[config.mk]
export PLATFORM = sky130hd
export DESIGN_NAME = vram_text_scanner_flat
export DESIGN_NICKNAME = d
export VERILOG_FILES = /design/src/rtl/vram_text_scanner_if.sv /design/src/rtl/vram_text_scanner.sv /design/src/flat_wrapper.sv
export SDC_FILE = /design/constraint.sdc
export NUM_CORES = 1
export LEC_CHECK = 0
export BUFFER_PORTS_ARGS = -buffer_cell sky130_fd_sc_hd__buf_2
export CORE_MARGIN = 10
export CORE_UTILIZATION = 57
export DETAILED_ROUTE_END_ITERATION = 6
export PLACE_DENSITY = 0.9
export SLEW_MARGIN = 25
export SYNTH_ARGS = -nofsm -noshare
export SYNTH_HDL_FRONTEND = slang
export SYNTH_SLANG_ARGS = --single-unit
[constraint.sdc]
create_clock -name clk -period 4.25 [get_ports clk]
set_clock_uncertainty 0.1 [all_clocks]
set_input_delay 0.85 -clock clk [delete_from_list [all_inputs] [get_ports clk]]
set_output_delay 0.85 -clock clk [all_outputs]
set_load 0.02 [all_outputs]
[src/rtl/vram_text_scanner_if.sv]
// Port-B VRAM read bus and font ROM lookup bus shared between the text scanner
// (master) and the memories that answer it (slave).
interface vram_text_scanner_if;
  logic [9:0]  v_adb;
  logic        v_ceb;
  logic        v_oce;
  logic [7:0]  v_dout;
  logic [11:0] font_addr;
  logic [7:0]  font_data;

  modport master (
    output v_adb, v_ceb, v_oce, font_addr,
    input  v_dout, font_data
  );

  modport slave (
    input  v_adb, v_ceb, v_oce, font_addr,
    output v_dout, font_data
  );
endinterface

[src/rtl/vram_text_scanner.sv]
// Text-mode LCD scanner: raster counters, per-cell VRAM fetch, font lookup and
// RGB565 pixel output, with DE/HSYNC/VSYNC delayed to line up with the pixels.
module vram_text_scanner #(
  parameter int          H_ACTIVE     = 480,
  parameter int          H_TOTAL      = 525,
  parameter int          H_SYNC_START = 482,
  parameter int          H_SYNC_LEN   = 41,
  parameter int          V_ACTIVE     = 272,
  parameter int          V_TOTAL      = 288,
  parameter int          V_SYNC_START = 274,
  parameter int          V_SYNC_LEN   = 10,
  parameter int          RD_LATENCY   = 2,
  parameter int          FONT_LATENCY = 1,
  parameter logic [15:0] FG_COLOR     = 16'hFFFF,
  parameter logic [15:0] BG_COLOR     = 16'h0000
) (
  input  logic                clk,
  input  logic                rst,
  vram_text_scanner_if.master mem,
  output logic                lcd_de,
  output logic                lcd_hsync_n,
  output logic                lcd_vsync_n,
  output logic [15:0]         lcd_rgb,
  output logic                vblank
);

  localparam int L    = RD_LATENCY + FONT_LATENCY + 2;
  localparam int HW   = $clog2(H_TOTAL);
  localparam int VW   = $clog2(V_TOTAL);
  localparam int COLS = H_ACTIVE / 8;

  typedef struct packed {
    logic       vld;
    logic       mark;
    logic       hs;
    logic       vs;
    logic [2:0] x;
    logic [3:0] row;
  } stage_t;

  logic [HW-1:0] h_cnt_q, h_cnt_d;
  logic [VW-1:0] v_cnt_q, v_cnt_d;
  logic [9:0]    v_adb_q, v_adb_d;
  logic          v_ceb_q, v_ceb_d;
  logic          v_oce_q;
  logic [11:0]   font_addr_q, font_addr_d;
  logic [7:0]    glyph_q, glyph_d;
  logic [15:0]   rgb_q, rgb_d;
  logic          vblank_q, vblank_d;
  stage_t        s_p0, f_p1, px_p2;
  stage_t        pipe_q [L];
  stage_t        pipe_d [L];
  logic          pix_bit;

  // Stage 0: raster position, cell fetch request, undelayed sync
  always_comb begin
    h_cnt_d = h_cnt_q + 1'b1;
    v_cnt_d = v_cnt_q;
    if (h_cnt_q == HW'(H_TOTAL - 1)) begin
      h_cnt_d = '0;
      v_cnt_d = (v_cnt_q == VW'(V_TOTAL - 1)) ? '0 : v_cnt_q + 1'b1;
    end

    s_p0.vld  = (int'(h_cnt_q) < H_ACTIVE) && (int'(v_cnt_q) < V_ACTIVE);
    s_p0.mark = s_p0.vld && (h_cnt_q[2:0] == 3'd0);
    s_p0.hs   = (int'(h_cnt_q) >= H_SYNC_START) && (int'(h_cnt_q) < H_SYNC_START + H_SYNC_LEN);
    s_p0.vs   = (int'(v_cnt_q) >= V_SYNC_START) && (int'(v_cnt_q) < V_SYNC_START + V_SYNC_LEN);
    s_p0.x    = h_cnt_q[2:0];
    s_p0.row  = v_cnt_q[3:0];

    v_ceb_d  = s_p0.mark;
    v_adb_d  = s_p0.mark ? 10'(((int'(v_cnt_q) >> 4) * COLS) + (int'(h_cnt_q) >> 3)) : v_adb_q;
    vblank_d = int'(v_cnt_d) >= V_ACTIVE;

    pipe_d[0] = s_p0;
    for (int i = 1; i < L; i++) pipe_d[i] = pipe_q[i-1];
  end

  // Stage 1: character code arrives; address the font ROM and hold it for the cell
  always_comb begin
    f_p1        = pipe_q[RD_LATENCY];
    font_addr_d = f_p1.mark ? {mem.v_dout, f_p1.row} : font_addr_q;
  end

  // Stage 2: glyph row arrives; the first pixel of a cell reads it directly
  always_comb begin
    px_p2   = pipe_q[L-2];
    glyph_d = px_p2.mark ? mem.font_data : glyph_q;
    pix_bit = glyph_d[3'd7 - px_p2.x];
    rgb_d   = px_p2.vld ? (pix_bit ? FG_COLOR : BG_COLOR) : 16'h0000;
  end

  always_ff @(posedge clk or posedge rst) begin
    if (rst) begin
      h_cnt_q     <= '0;
      v_cnt_q     <= '0;
      v_adb_q     <= '0;
      v_ceb_q     <= 1'b0;
      v_oce_q     <= 1'b0;
      font_addr_q <= '0;
      glyph_q     <= '0;
      rgb_q       <= '0;
      vblank_q    <= 1'b0;
      for (int i = 0; i < L; i++) pipe_q[i] <= '0;
    end else begin
      h_cnt_q     <= h_cnt_d;
      v_cnt_q     <= v_cnt_d;
      v_adb_q     <= v_adb_d;
      v_ceb_q     <= v_ceb_d;
      v_oce_q     <= 1'b1;
      font_addr_q <= font_addr_d;
      glyph_q     <= glyph_d;
      rgb_q       <= rgb_d;
      vblank_q    <= vblank_d;
      pipe_q      <= pipe_d;
    end
  end

  assign mem.v_adb     = v_adb_q;
  assign mem.v_ceb     = v_ceb_q;
  assign mem.v_oce     = v_oce_q;
  assign mem.font_addr = font_addr_d;

  // Sync flags are stored active-high so a flushed pipeline reads as deasserted
  assign lcd_de      = pipe_q[L-1].vld;
  assign lcd_hsync_n = ~pipe_q[L-1].hs;
  assign lcd_vsync_n = ~pipe_q[L-1].vs;
  assign lcd_rgb     = rgb_q;
  assign vblank      = vblank_q;

endmodule
[src/flat_wrapper.sv]
// flat-port wrapper written by rule: the top's interface ports become plain ports
module vram_text_scanner_flat 
#(
  parameter int          H_ACTIVE     = 480,
  parameter int          H_TOTAL      = 525,
  parameter int          H_SYNC_START = 482,
  parameter int          H_SYNC_LEN   = 41,
  parameter int          V_ACTIVE     = 272,
  parameter int          V_TOTAL      = 288,
  parameter int          V_SYNC_START = 274,
  parameter int          V_SYNC_LEN   = 10,
  parameter int          RD_LATENCY   = 2,
  parameter int          FONT_LATENCY = 1,
  parameter logic [15:0] FG_COLOR     = 16'hFFFF,
  parameter logic [15:0] BG_COLOR     = 16'h0000
)
  (clk, rst, lcd_de, lcd_hsync_n, lcd_vsync_n, lcd_rgb, vblank, mem_v_adb, mem_v_ceb, mem_v_oce, mem_font_addr, mem_v_dout, mem_font_data);
  vram_text_scanner_if mem_i ();
  input  logic clk;
  input  logic rst;
  output logic lcd_de;
  output logic lcd_hsync_n;
  output logic lcd_vsync_n;
  output logic [15:0] lcd_rgb;
  output logic vblank;
  output wire logic [$bits(mem_i.v_adb)-1:0] mem_v_adb;
  output wire logic [$bits(mem_i.v_ceb)-1:0] mem_v_ceb;
  output wire logic [$bits(mem_i.v_oce)-1:0] mem_v_oce;
  output wire logic [$bits(mem_i.font_addr)-1:0] mem_font_addr;
  input wire logic [$bits(mem_i.v_dout)-1:0] mem_v_dout;
  input wire logic [$bits(mem_i.font_data)-1:0] mem_font_data;
  assign mem_v_adb = mem_i.v_adb;
  assign mem_v_ceb = mem_i.v_ceb;
  assign mem_v_oce = mem_i.v_oce;
  assign mem_font_addr = mem_i.font_addr;
  assign mem_i.v_dout = mem_v_dout;
  assign mem_i.font_data = mem_font_data;
  vram_text_scanner #(.H_ACTIVE(H_ACTIVE), .H_TOTAL(H_TOTAL), .H_SYNC_START(H_SYNC_START), .H_SYNC_LEN(H_SYNC_LEN), .V_ACTIVE(V_ACTIVE), .V_TOTAL(V_TOTAL), .V_SYNC_START(V_SYNC_START), .V_SYNC_LEN(V_SYNC_LEN), .RD_LATENCY(RD_LATENCY), .FONT_LATENCY(FONT_LATENCY), .FG_COLOR(FG_COLOR), .BG_COLOR(BG_COLOR)) u_core (.clk(clk), .rst(rst), .mem(mem_i), .lcd_de(lcd_de), .lcd_hsync_n(lcd_hsync_n), .lcd_vsync_n(lcd_vsync_n), .lcd_rgb(lcd_rgb), .vblank(vblank));
endmodule
==> reports/summary.txt <==
status - finished clean
Tmin final - 3.72 ns
crit path DAT - 3.84 ns
Ant. Diodes - 0
Max FO, Critical Path - 8
Worst Path Required - 4.37 ns
Worst-Skew Late Latency - 0.36 ns
Cell Pwr Density - 327 nW/um^2
area leader, netlist - dfrtp_1
Die W - 107 um
fmax - 269 MHz
vias per cell - 5.42
drt pass-1 iters - 4
Synth Area per Inst - 13.0 um^2
area grow syn2layout - 11.6%
top post-synthesis cells by area - dfrtp_1 55%, ha_1 7.5%, mux2_2 7.0%
CTS Buf Count - 9
Max Cap Viol - 0
Slew HR - 0.532
Synth async-reset ratio - 1.00
gpl congestion - 0.845
I/O Pins - 62
Seq/Total Area, Yosys - 0.548
Initial Util - 0.592
postcts setup bufs - 0
Overall Global Routing Usage - 0.141
Post-synth EDFFs - 0
final net count - 440
Post-Syn Area - 4340 um^2
Final Cycle Share - 0.875
Mapped Cells - 335
FF-to-FF path depth - 11
wire length per cell - 15.8 um
critical path type - register to register
Leak - 2.43 nW
Netlist cell types - 48
crit path to - u_core.mem.v_adb[9]
largest net degree at the start of global routing - 45
crit path launch - u_core.v_cnt_q[6]
H-tree depth - 3
peak supply drop - 0.222 mV
R2R Path Start - u_core.v_cnt_q[6]
core area - 7330 um^2
DRT iter0 DRCs - 117
CTS tree - built
Clock Path Buffers - 2
Vias - 2668
FF-to-FF End - u_core.mem.v_adb[9]
Root Driver - clkbuf_8
Clock transition at path regs - 0.10 ns
DRC - 0
Hold WC Path Type - register to register
final WL - 7800 um
Post-CTS Resized - 0
global-route wire length before repair - 13100 um
antenna viol nets, final - 0
Primary FF master, synth - dfrtp_1
startpoint types - register
RSZ-0062 raised after global routing - false
# rows - 31
number of global-route vias before repair - 2787
Ys Warns - 0
Post-DP HPWL - 5890 um
grt total ovfl - 0
hold-fix buffer count after cts - 0
register-to-register setup slack - 0.53 ns
placed cell areas - 4640 um^2
die area - 11500 um^2
post-layout instance area - 4840 um^2
final count of negative-setup-slack endpoints - 0
initial antenna violation count - 0
Net Count, Synth - 387
Slew Viols, Final - 0
Seq cells post-synth - 95
Crit. End Element - register
clk sink count - 95
Fin. Hold Viols - 0
setup total negative slack - 0 ns
Worst Tran Pin Value - 0.702 ns
Yosys top cell area share - 0.548
Die H - 107 um
IO buf count - 61
min-delay src - u_core.pipe_d[22]
layout cells sized above 1 - 0.300
[cells in the mapped netlist (all sizes together), types with 5 or more instances]
| cell type | n |
|---|---|
| nand3 | 13 |
| buf | 20 |
| a21o | 6 |
| and3 | 6 |
| nor2 | 15 |
| inv | 22 |
| o21ai | 11 |
| fa | 8 |
| mux2 | 28 |
| ha | 26 |
| xnor2 | 11 |
| xor2 | 6 |
| nand2 | 14 |
| dfrtp | 95 |
| mux4 | 5 |
| a21oi | 10 |
[worst max-delay path: stages, from the launching register on]
cell	delay, ns
dfrtp_1	0.58
fa_1	0.53
fa_1	0.53
inv_1	0.06
fa_1	0.49
inv_1	0.05
ha_1	0.31
o21ai_0	0.10
o21bai_1	0.14
a21oi_1	0.13
o311ai_0	0.37
o221ai_1	0.20
[per-stage QoR]
stage | hold slack, ns | worst slack [ns] | power (mW) | cells | util
6_report | 0.246 | 0.529 | 1.59 | 492 | 0.661
5_1_grt | 0.259 | 0.322 | 1.65 | 492 | 0.661
3_3_place_gp | 0.232 | 0.766 | 1.00 | 476 | 0.633
2_1_floorplan | 0.231 | 0.823 | 0.985 | 335 | -
3_5_place_dp | 0.235 | 0.532 | 1.00 | 476 | 0.633
4_1_cts | 0.245 | 0.514 | 1.61 | 492 | 0.661
[registers in the layout, indices dropped and copies added, names as in the netlist, 2 cells and up]
name and count:
u_core.f_p1 11, u_core.font_addr_q 12, u_core.glyph_q 8, u_core.h_cnt_q 10, u_core.mem.v_adb 10, u_core.pipe_d 28
u_core.pipe_q 2, u_core.v_cnt_q 9
[cells in the final DEF, fill, tap and decap left out, drive strengths merged, types with 2 or more instances in the layout]
| master | instances |
|---|---|
| dfrtp | 95 |
| buf | 63 |
| mux2 | 28 |
| ha | 26 |
| inv | 24 |
| nor2 | 15 |
| nand2 | 14 |
| nand3 | 13 |
| xnor2 | 11 |
| o21ai | 11 |
| a21oi | 10 |
| clkbuf | 9 |
| fa | 8 |
| and3 | 6 |
| xor2 | 6 |
| a21o | 6 |
| mux4 | 5 |
| and2 | 4 |
| nand2b | 4 |
| a211oi | 3 |
| nor4b | 3 |
| and4 | 2 |
| nor3 | 2 |
| clkinv | 2 |
| o211ai | 2 |
| clkinvlp | 2 |
[per-layer routing]
layer / part of all wire / track usage
met4: 0.021 / 0.0619
met1: 0.40 / 0.158
met2: 0.49 / 0.234
met3: 0.089 / 0.0569
met5: 0 / 0
[worst min path at each step]
stage                                   end  slack (ns)  cells past startpoint
after floorplan              u_core.f_p1[0]        0.23                      0
after global placement    u_core.pipe_d[24]        0.23                      0
after detailed placement   u_core.pipe_d[8]        0.23                      0
after CTS                    u_core.f_p1[0]        0.24                      0
after global routing         u_core.f_p1[0]        0.26                      0
final                        u_core.f_p1[0]        0.25                      0
[area by class of cell]
type	instances	area [um^2]
Clock inverter	7	78.8
Sequential cell	95	2380
Tap cell	99	124
Timing Repair Buffer	63	320
Multi-Input combinational cell	197	1740
Inverter	22	83.8
Fill cell	530	2490
Clock buffer	9	124
[cell families (layout without fill, tap and decap cells)]
logic type / Yosys count / in the layout / synth area share
compound gates: 42 / 42 / 0.0640
xor+xnor: 17 / 17 / 0.0343
fa+ha+maj: 34 / 34 / 0.112
buf+inv: 43 / 101 / 0.0527
flops: 95 / 95 / 0.548
mux: 33 / 33 / 0.0994
other cells: 1 / 1 / 0.000864
simple gates: 70 / 70 / 0.0893
[where the power goes]
part	internal, mW	switching [mW]	leakage [nW]
sequential	0.912	0.00421	1.20
clock	0.279	0.323	0.0982
combinational	0.0237	0.0442	1.14
total	1.21	0.372	2.43
No activity file was read; power rests on OpenSTA's default activity.
